`config.mk`:
```
export PLATFORM = sky130hd
export DESIGN_NAME = escalonador_buscas
export DESIGN_NICKNAME = d
export VERILOG_FILES = /design/src/rtl/dsc_pkg.sv /design/src/rtl/arbitro_rr.sv /design/src/rtl/escalonador_buscas.sv
export SDC_FILE = /design/constraint.sdc
export NUM_CORES = 1
export LEC_CHECK = 0
export CAP_MARGIN = 5
export CORE_MARGIN = 5
export CORE_UTILIZATION = 42
export CTS_BUF_LIST = sky130_fd_sc_hd__clkbuf_4
export CTS_CLUSTER_DIAMETER = 200
export DETAILED_ROUTE_END_ITERATION = 8
export PLACE_DENSITY = 0.77
export SETUP_SLACK_MARGIN = 0.05
export SKIP_CTS_REPAIR_TIMING = 1
export SLEW_MARGIN = 20
export SYNTH_ARGS = -nofsm -noshare
export SYNTH_HDL_FRONTEND = slang
export SYNTH_SLANG_ARGS = --single-unit
```
`constraint.sdc`:
```
create_clock -name clk -period 2.8 [get_ports clk]
set_clock_uncertainty 0.1 [all_clocks]
set_input_delay 0.56 -clock clk [delete_from_list [all_inputs] [get_ports clk]]
set_output_delay 0.56 -clock clk [all_outputs]
set_load 0.02 [all_outputs]
```
`src/rtl/dsc_pkg.sv`:
```
// rtl/dsc_pkg.sv - shared state type, default sizes and id-width helper for the search scheduler
package dsc_pkg;
    localparam int NUM_REQ_DEF    = 4;
    localparam int ADDR_WIDTH_DEF = 8;
    localparam int TIMEOUT_DEF    = 500000;
    localparam int OBST_BURST_DEF = 8;

    function automatic int id_width(input int n);
        return (n > 1) ? $clog2(n) : 1;
    endfunction

    localparam int ID_W = id_width(NUM_REQ_DEF);

    typedef enum logic [1:0] {
        IDLE   = 2'd0,
        LAUNCH = 2'd1,
        BUSCA  = 2'd2,
        ABORT  = 2'd3
    } estado_esc_t;
endpackage

```
`src/rtl/arbitro_rr.sv`:
```
// rtl/arbitro_rr.sv - rotating-priority arbiter: one-hot grant plus encoded index
module arbitro_rr
    import dsc_pkg::*;
#(
    parameter int NUM_REQ = NUM_REQ_DEF,
    parameter int IDW     = id_width(NUM_REQ)
) (
    input  logic [NUM_REQ-1:0] req_i,
    input  logic [IDW-1:0]     ptr_i,
    output logic [NUM_REQ-1:0] gnt_o,
    output logic [IDW-1:0]     idx_o,
    output logic               any_o
);
    logic [IDW-1:0] cand;
    logic           found;

    always_comb begin
        gnt_o = '0;
        idx_o = '0;
        found = 1'b0;
        cand  = '0;
        // walk upwards from the pointer, wrapping, and keep the first requester seen
        for (int k = 0; k < NUM_REQ; k++) begin
            cand = IDW'((int'(ptr_i) + k) % NUM_REQ);
            if (!found && req_i[cand]) begin
                found       = 1'b1;
                gnt_o[cand] = 1'b1;
                idx_o       = cand;
            end
        end
    end

    assign any_o = |req_i;
endmodule

```
`src/rtl/escalonador_buscas.sv`:
```
// rtl/escalonador_buscas.sv - round-robin search scheduler and obstacle-write serialiser for the path core
module escalonador_buscas
    import dsc_pkg::*;
#(
    parameter int NUM_REQ     = NUM_REQ_DEF,
    parameter int ADDR_WIDTH  = ADDR_WIDTH_DEF,
    parameter int TIMEOUT_CYC = TIMEOUT_DEF,
    parameter int OBST_BURST  = OBST_BURST_DEF
) (
    input  logic                          clk,
    input  logic                          rst_n,
    input  logic [NUM_REQ-1:0]            req_valid_in,
    input  logic [NUM_REQ*ADDR_WIDTH-1:0] req_fonte_in,
    input  logic [NUM_REQ*ADDR_WIDTH-1:0] req_destino_in,
    output logic [NUM_REQ-1:0]            req_ready_out,
    input  logic                          obs_valid_in,
    input  logic [ADDR_WIDTH-1:0]         obs_addr_in,
    input  logic                          obs_data_in,
    output logic                          obs_ready_out,
    output logic [ADDR_WIDTH-1:0]         core_addr_fonte_out,
    output logic [ADDR_WIDTH-1:0]         core_addr_destino_out,
    output logic                          core_wr_fonte_out,
    output logic                          core_obst_wr_en_out,
    output logic [ADDR_WIDTH-1:0]         core_obst_wr_addr_out,
    output logic                          core_obst_wr_data_out,
    input  logic                          core_cam_valid_in,
    input  logic [ADDR_WIDTH-1:0]         core_cam_addr_in,
    input  logic                          core_pronto_in,
    output logic                          core_abort_out,
    output logic                          resp_valid_out,
    output logic [ADDR_WIDTH-1:0]         resp_addr_out,
    output logic [$clog2(NUM_REQ)-1:0]    resp_id_out,
    output logic                          resp_last_out,
    output logic                          resp_timeout_out,
    output logic                          busy_out
);
    localparam int IDW = $clog2(NUM_REQ);
    localparam int BW  = $clog2(OBST_BURST + 1);
    localparam int TW  = $clog2(TIMEOUT_CYC + 1);

    estado_esc_t           state_q;
    logic [IDW-1:0]        rr_q, rr_d, id_q, gnt_idx;
    logic [NUM_REQ-1:0]    gnt;
    logic                  any_req, obs_take, req_take, in_idle;
    logic [BW-1:0]         burst_q, burst_d;
    logic [TW-1:0]         timer_q, timer_d;
    logic [ADDR_WIDTH-1:0] fonte_arr   [NUM_REQ];
    logic [ADDR_WIDTH-1:0] destino_arr [NUM_REQ];

    logic                  core_wr_fonte_q, core_abort_q;
    logic [ADDR_WIDTH-1:0] core_fonte_q, core_destino_q;
    logic                  obst_en_q, obst_data_q;
    logic [ADDR_WIDTH-1:0] obst_addr_q;
    logic                  resp_valid_q, resp_last_q, resp_timeout_q;
    logic [ADDR_WIDTH-1:0] resp_addr_q;
    logic [IDW-1:0]        resp_id_q;

    for (genvar g = 0; g < NUM_REQ; g++) begin : g_slice
        assign fonte_arr[g]   = req_fonte_in[g*ADDR_WIDTH +: ADDR_WIDTH];
        assign destino_arr[g] = req_destino_in[g*ADDR_WIDTH +: ADDR_WIDTH];
    end

    arbitro_rr #(
        .NUM_REQ (NUM_REQ),
        .IDW     (IDW)
    ) u_arbitro (
        .req_i   (req_valid_in),
        .ptr_i   (rr_q),
        .gnt_o   (gnt),
        .idx_o   (gnt_idx),
        .any_o   (any_req)
    );

    // Obstacle writes win in IDLE until a waiting search has seen OBST_BURST of them.
    assign in_idle  = (state_q == IDLE) && !rst_n;
    assign obs_take = in_idle && obs_valid_in && (!any_req || (burst_q < BW'(OBST_BURST)));
    assign req_take = in_idle && any_req && !obs_take;

    assign obs_ready_out = obs_take;
    assign req_ready_out = req_take ? gnt : '0;
    assign busy_out      = (state_q != IDLE);

    assign rr_d    = (gnt_idx == IDW'(NUM_REQ - 1)) ? '0 : gnt_idx + 1'b1;
    assign burst_d = !any_req ? '0 : (obs_take ? burst_q + 1'b1 : burst_q);
    assign timer_d = (timer_q == TW'(TIMEOUT_CYC)) ? timer_q : timer_q + 1'b1;

    always_ff @(posedge clk or posedge rst_n) begin
        if (rst_n) begin
            state_q         <= IDLE;
            rr_q            <= '0;
            id_q            <= '0;
            burst_q         <= '0;
            timer_q         <= '0;
            core_wr_fonte_q <= 1'b0;
            core_fonte_q    <= '0;
            core_destino_q  <= '0;
            core_abort_q    <= 1'b0;
            obst_en_q       <= 1'b0;
            obst_addr_q     <= '0;
            obst_data_q     <= 1'b0;
            resp_valid_q    <= 1'b0;
            resp_last_q     <= 1'b0;
            resp_timeout_q  <= 1'b0;
            resp_addr_q     <= '0;
            resp_id_q       <= '0;
        end else begin
            core_wr_fonte_q <= 1'b0;
            core_fonte_q    <= '0;
            core_destino_q  <= '0;
            core_abort_q    <= 1'b0;
            resp_valid_q    <= 1'b0;
            resp_last_q     <= 1'b0;
            resp_timeout_q  <= 1'b0;
            resp_addr_q     <= '0;
            resp_id_q       <= '0;
            obst_en_q       <= obs_take;
            obst_addr_q     <= obs_take ? obs_addr_in : '0;
            obst_data_q     <= obs_take & obs_data_in;
            burst_q         <= burst_d;

            case (state_q)
                IDLE: begin
                    if (req_take) begin
                        core_wr_fonte_q <= 1'b1;
                        core_fonte_q    <= fonte_arr[gnt_idx];
                        core_destino_q  <= destino_arr[gnt_idx];
                        id_q            <= gnt_idx;
                        rr_q            <= rr_d;
                        burst_q         <= '0;
                        state_q         <= LAUNCH;
                    end
                end
                LAUNCH: begin
                    timer_q <= '0;
                    state_q <= BUSCA;
                end
                BUSCA: begin
                    timer_q <= timer_d;
                    if (core_cam_valid_in || core_pronto_in) begin
                        resp_valid_q <= 1'b1;
                        resp_addr_q  <= core_cam_valid_in ? core_cam_addr_in : '0;
                        resp_id_q    <= id_q;
                    end
                    // completion on the last timer cycle still counts as a normal finish
                    if (core_pronto_in) begin
                        resp_last_q <= 1'b1;
                        state_q     <= IDLE;
                    end else if (timer_q == TW'(TIMEOUT_CYC - 1)) begin
                        core_abort_q   <= 1'b1;
                        resp_valid_q   <= 1'b1;
                        resp_last_q    <= 1'b1;
                        resp_timeout_q <= 1'b1;
                        resp_addr_q    <= '0;
                        resp_id_q      <= id_q;
                        state_q        <= ABORT;
                    end
                end
                ABORT: begin
                    state_q <= IDLE;
                end
                default: state_q <= IDLE;
            endcase
        end
    end

    assign core_wr_fonte_out     = core_wr_fonte_q;
    assign core_addr_fonte_out   = core_fonte_q;
    assign core_addr_destino_out = core_destino_q;
    assign core_abort_out        = core_abort_q;
    assign core_obst_wr_en_out   = obst_en_q;
    assign core_obst_wr_addr_out = obst_addr_q;
    assign core_obst_wr_data_out = obst_data_q;
    assign resp_valid_out        = resp_valid_q;
    assign resp_last_out         = resp_last_q;
    assign resp_timeout_out      = resp_timeout_q;
    assign resp_addr_out         = resp_addr_q;
    assign resp_id_out           = resp_id_q;
endmodule

```
# --- Word-level counts from Yosys, hierarchy flattened ---
# Cells that the tools add are included.
totals:
  regBits: 69
  word_cells: 143
  output_inout_bits: 47
  inputBits: 90
op_classes:
  addsub: 6
  magnitude_cmp: 10
  bitwise: 5
  n_eq_ne: 9
  muxes: 70
  reduce_logical: 27
op_table:
  columns: ["op", "n"]
  rows:
  - ["two-way mux 8 bit", 14]
  - ["== test 19 bit, second input constant", 2]
  - ["case mux 19 bit (2 select lines)", 1]
  - ["two-way mux 4 bit", 9]
  - ["binary-select mux 8 bit (select 2 bit)", 2]
  - ["two-way mux 2 bit", 12]
  - ["two-way mux 1 bit", 22]
  - ["adder 19 x 1 -> 19 bit, second input constant", 1]
  - ["two-way mux 19 bit", 1]
  - ["logical AND 1 bit", 12]
  - ["less-than comparator 2 x 3 -> 1 bit, second input constant", 4]
  - ["OR 4 bit", 3]
  - ["binary-select mux 1 bit (select 2 bit)", 4]
  - ["demux 1 bit (select 2 bit)", 4]
  - [">= comparator 2 x 1 -> 1 bit, second input constant", 4]
  - ["case mux 2 bit (4 select lines)", 1]
  - ["== test 2 bit, second input constant", 3]
  - ["zero test 1 bit", 6]
  - ["AND reduction 2 bit", 3]
  - ["adder 2 x 1 -> 2 bit, second input constant", 2]
  - ["adder 2 bit, second input constant", 2]
  - ["adder 4 x 1 -> 4 bit, second input constant", 1]
  - ["less-than comparator 4 bit, second input constant", 1]
  - ["inequality test 2 bit, second input constant", 2]
  - ["other kinds (9)", 11]

# --- Logic depth before layout (Yosys ltp) ---
# Gate-level depths: netlist (run 1).
depth:
  depth_word: 18
  depth_mapped: 12
  ltp_nobuf: 7

# --- Cells and area by module ---
# A second synthesis (run 1) with hierarchy kept.
hier_totals:
  hier_cells: 342
  area_unflattened_um2: 3807.4
by_module_without_submodules:
  columns: ["mod", "area_each_um2", "cells_each", "instances"]
  rows:
  - ["escalonador_buscas", 3380.7, 295, 1]
  - ["arbitro_rr", 426.7, 47, 1]

# --- Worst setup path before layout (run 1) ---
# Ideal clock, no wire load.
synth_path:
  kind: "flip-flop to output port"
  startpoint: "reg rr_q[0]"
  endpoint: "out req_ready_out[0]"
  path_buffers: 3
  setup_slack_ns: -0.166
  t_arrival_ns: 2.306
  path_stages_with_launch: 11
  required_ns: 2.140
  cell_sequence: "dfrtp_1 > buf_6 > buf_2 > inv_1 > ha_1 > buf_2 > nor3b_1 > o211ai_1 > a21oi_1 > o21ai_0 > a21oi_1"
synth_between:
  elab_chain_cells: 13
synth_rtl:
  columns: ["item", "line_no", "text"]
  rows:
  - ["start: declaration", "escalonador_buscas.sv:42", "logic [IDW-1:0] rr_q, rr_d, id_q, gnt_idx;"]
  - ["start signal: assignment", "escalonador_buscas.sv:128", "rr_q <= rr_d;"]
  - ["branches (longest 11 deep; another with less-than comparator 2 x 3 -> 1 bit)", null, null]
  - ["two-way mux 4 bit (*)", "arbitro_rr.sv:25", "if (!found && req_i[cand]) begin"]
  - ["two-way mux 4 bit (*)", "escalonador_buscas.sv:80", "assign req_ready_out = req_take ? gnt : '0;"]
  - ["end: declaration", "escalonador_buscas.sv:15", "output logic [NUM_REQ-1:0] req_ready_out,"]
# Every way passes the cells marked *. The select of a mux whose other input is x is not followed.

# --- Worst setup path after layout (run 1) ---
layout_path:
  startpoint: "reg rr_q[0]"
  endpoint: "out req_ready_out[2]"
# Same word-level chain as after synthesis.

==> results of run 1 <==
-- metal layers --
| metal | vias to the layer above | GRT usage [%] | routed length (um) | part of all wire [%] |
|---|---|---|---|---|
| met1 | 1629 | 21.9 | 4080 | 40 |
| met4 | 0 | 5.37 | 129 | 1.3 |
| met2 | 96 | 31.8 | 5450 | 53 |
| met5 | - | 0 | 0 | 0 |
| met3 | 17 | 4.84 | 591 | 5.8 |
| li1 | 1689 | - | - | - |
-- final timing paths --
kind	startpoint	end	slack, ps	cells past startpoint
worst max-delay path	rr_q[0]	req_ready_out[2]	-210	8
worst min-delay path	timer_q[18]	timer_q[18]	390	1
worst max register to register	rr_q[0]	core_addr_fonte_out[6]	270	9
worst min register to register	timer_q[18]	timer_q[18]	390	1
max in group asynchronous	rst_n	resp_valid_out	1400	4
min in group asynchronous	rst_n	core_obst_wr_addr_out[0]	580	3
-- flip-flops by register name, indices dropped and copies added (netlist names), 2 cells and up --
register,flops
core_obst_wr_addr_out,8
core_addr_fonte_out,8
resp_addr_out,8
burst_q,4
timer_q,19
resp_id_out,2
id_q,2
state_q,2
core_addr_destino_out,8
rr_q,2
-- synth_stat cells (2+ instances only) --
cell type  number  area [um^2]
dfrtp_1        69         1730
mux2i_1        45          450
and2_1         19          119
inv_1          18         67.6
o22ai_1        18          113
nand3_1        17         85.1
a21oi_1        16         80.1
nand2_1        15         56.3
o21ai_0        13         65.1
ha_1           11          138
nor2_1         11         41.3
nor3_1          8         40.0
buf_2           7         35.0
nand4_1         7         43.8
clkbuf_1        6         22.5
buf_6           5         56.3
nor4_1          5         31.3
or3_1           5         31.3
a22o_1          4         35.0
mux2_2          4         45.0
nor2b_1         4         25.0
o211ai_1        4         30.0
o31ai_1         4         30.0
buf_4           3         22.5
mux4_2          3         67.6
o311ai_0        3         26.3
o41ai_1         3         26.3
or2_2           3         18.8
a211o_1         2         17.5
a221oi_1        2         17.5
a31oi_1         2         12.5
and4_1          2         17.5
buf_8           2         30.0
nand2b_1        2         12.5
nand3b_1        2         15.0
or3b_2          2         17.5
or4_1           2         15.0
-- kinds of logic (layout without fill, tap and decap cells) --
kind of cell | Yosys count | count (layout) | synth area share, %
buf+inv | 42 | 217 | 6.16
flops | 69 | 69 | 44.7
mux | 52 | 52 | 14.6
compound gates | 81 | 81 | 14.4
fa+ha+maj | 11 | 11 | 3.57
simple gates | 110 | 110 | 16.3
xor+xnor | 1 | 1 | 0.227
-- layout make-up --
cell class	instances	area (um^2)	area share [%]
well taps	111	139	2.39
clock inverters	7	73.8	1.27
multi-input cells	255	1950	33.6
repair buffers	182	1770	30.5
inverters	19	73.8	1.27
clock buffers	9	67.6	1.16
flip-flops and latches	69	1730	29.7
-- power groups by stage --
stage,clock (mW),combinational [mW],sequential (mW)
after global routing,0.721,2.51,1.23
after detailed placement,0,2.22,1.23
after global placement,0,2.18,1.23
final,0.656,2.33,1.22
after CTS,0.677,2.22,1.21
after floorplan,0,1.40,1.33
==> results by group, run 1 <==
Status
  – Status: finished with violations
  – Failing checks: setup timing

Yosys
  – Net Count, Synth: 467
  – Post-synthesis register bit count: 69
  – Seq/Total Area, Yosys: 44.7%
  – Cells after synthesis: 366
  – Post-Syn Area: 0.00386 mm^2
  – FFs w/ async S/R, synth: 100%
  – Main synth FF type: dfrtp_1
  – Number of synthesized flops with an enable pin: 0
  – Mapped Avg Cell Area: 10.5 um^2
  – Distinct cells, synth: 55
  – Synth Warn #: 0

Global routing
  – GRT overflow: 0
  – GRT Overall Usage: 18.2%
  – Vias in the first global route: 3458
  – Largest net degree at the start of global routing: 31
  – First-pass GRT wire length: 16600 um
  – Initial antenna violation count: 0

Layout
  – Fill cells: 753
  – Most frequent cells in the layout: clkdlybuf4s50_1 (127), dfrtp_1 (69), mux2i_1 (45), buf_4 (41), and2_1 (19)
  – Fin util: 63.7%
  – Leading cell type in the layout, fill and taps excluded: clkdlybuf4s50_1
  – Layout Cells excl Fill: 652
  – Area Overhead vs Synth: 50.5%
  – Layout cells sized above 1: 17.6%
  – Post-route design area: 0.00581 mm^2
  – Antenna Cells: 0
  – Nets: 637

Die
  – Die area: 0.0112 mm^2
  – I/O pins: 137
  – Die Y: 106 um
  – Initial core utilization: 42.4%
  – Placeable core area: 0.00911 mm^2
  – Die width: 106 um
  – Rows: 35

CTS
  – Num Clock Sinks: 69
  – CTS Buffer Depth: 2
  – Clock slew seen by the registers of the worst setup and hold paths: 120 ps
  – CTS tree: yes
  – Clock Tree Root: clkbuf_4
  – Htree depth: 3
  – CTS buffer count: 9
  – Clk_lat worst skew: 410 ps

Timing
  – Final Critical Period: 3010 ps
  – Total negative slack: -764 ps
  – Final-report setup violation count: 4
  – Worst Max-Slew Pin Slew: 662 ps
  – Endpoints failing hold: 0
  – Period utilization: 107%
  – Hold_ws: 389 ps
  – Unrepaired setup endpoints after global routing: true
  – Max-slew violations: 0
  – Setup WS post-layout: -207 ps
  – Worst slew margin: 55.8%
  – Fmax: 333 MHz

Power and ir drop
  – Int Power: 2.61 mW
  – Net Sw Frac: 37.9%
  – Comb pwr share: 55.4%
  – Seq pwr share: 29.0%
  – Psw: 1.59 mW
  – Leak pwr: 2.60 nW
  – Maximum vdd drop: 411 uV
  – Power Total: 4.20 mW
  – Pwr/cell area: 723 mW/mm^2
  – Clock share of power: 15.6%

Detailed routing
  – DRC: 0
  – Drt wl/cell: 15.7 um
  – Total wire length: 10300 um
  – Via count: 3431
  – Final ANT Viol Nets: 0
  – Mean number of vias per cell: 5.26
  – Drt initial violations: 118
  – Drt pass-1 iters: 4

Setup path
  – Critical path's slowest cell: dfrtp_1
  – Delay-heaviest family, CP: multiplexers
  – Worst-path maximum fanout: 5
  – Crit-path cells: inv_4, ha_4, mux4_2, buf_12, a22o_1, mux2i_1, a21oi_2, buf_4
  – Critical path buffers and inverters: 3
  – Critical Path Max Stage Delay: 430 ps
  – CP arrival: 2350 ps
  – Crit end category: primary output
  – Critical Path RT: 2140 ps
  – Critical path launch point type: register
  – Crit Path Category: reg -> out

Placement
  – GPL Wtd Cong: 0.881
  – Port Buffer Count: 136
  – DP HPWL: 7920 um
  – Area after DPL: 0.00559 mm^2
  – DP Worst Slack: -693 ps
  – Placed cells: 634

Hold path
  – Hold crit path type: reg -> reg

Flow run
  – Max-cap violations: 0
Note: power is estimated with default switching activity, not from simulation.
==> run 2, diff against run 1 <==
--- a/config.mk
+++ b/config.mk
@@ -5,7 +5,6 @@
 export SDC_FILE = /design/constraint.sdc
 export NUM_CORES = 1
 export LEC_CHECK = 0
-export CAP_MARGIN = 5
 export CORE_MARGIN = 5
 export CORE_UTILIZATION = 42
 export CTS_BUF_LIST = sky130_fd_sc_hd__clkbuf_4
@@ -18,3 +17,4 @@
 export SYNTH_ARGS = -nofsm -noshare
 export SYNTH_HDL_FRONTEND = slang
 export SYNTH_SLANG_ARGS = --single-unit
+export TNS_END_PERCENT = 100
==> results of run 2 <==
No change in the layout: final DEF, timing and power equal those of run 1.
==> run 3, diff against run 2 <==
--- a/config.mk
+++ b/config.mk
@@ -13,6 +13,7 @@
 export PLACE_DENSITY = 0.77
 export SETUP_SLACK_MARGIN = 0.05
 export SKIP_CTS_REPAIR_TIMING = 1
+export SKIP_LAST_GASP = 1
 export SLEW_MARGIN = 20
 export SYNTH_ARGS = -nofsm -noshare
 export SYNTH_HDL_FRONTEND = slang
==> results of run 3 <==
No change in the layout: final DEF, timing and power equal those of run 1.
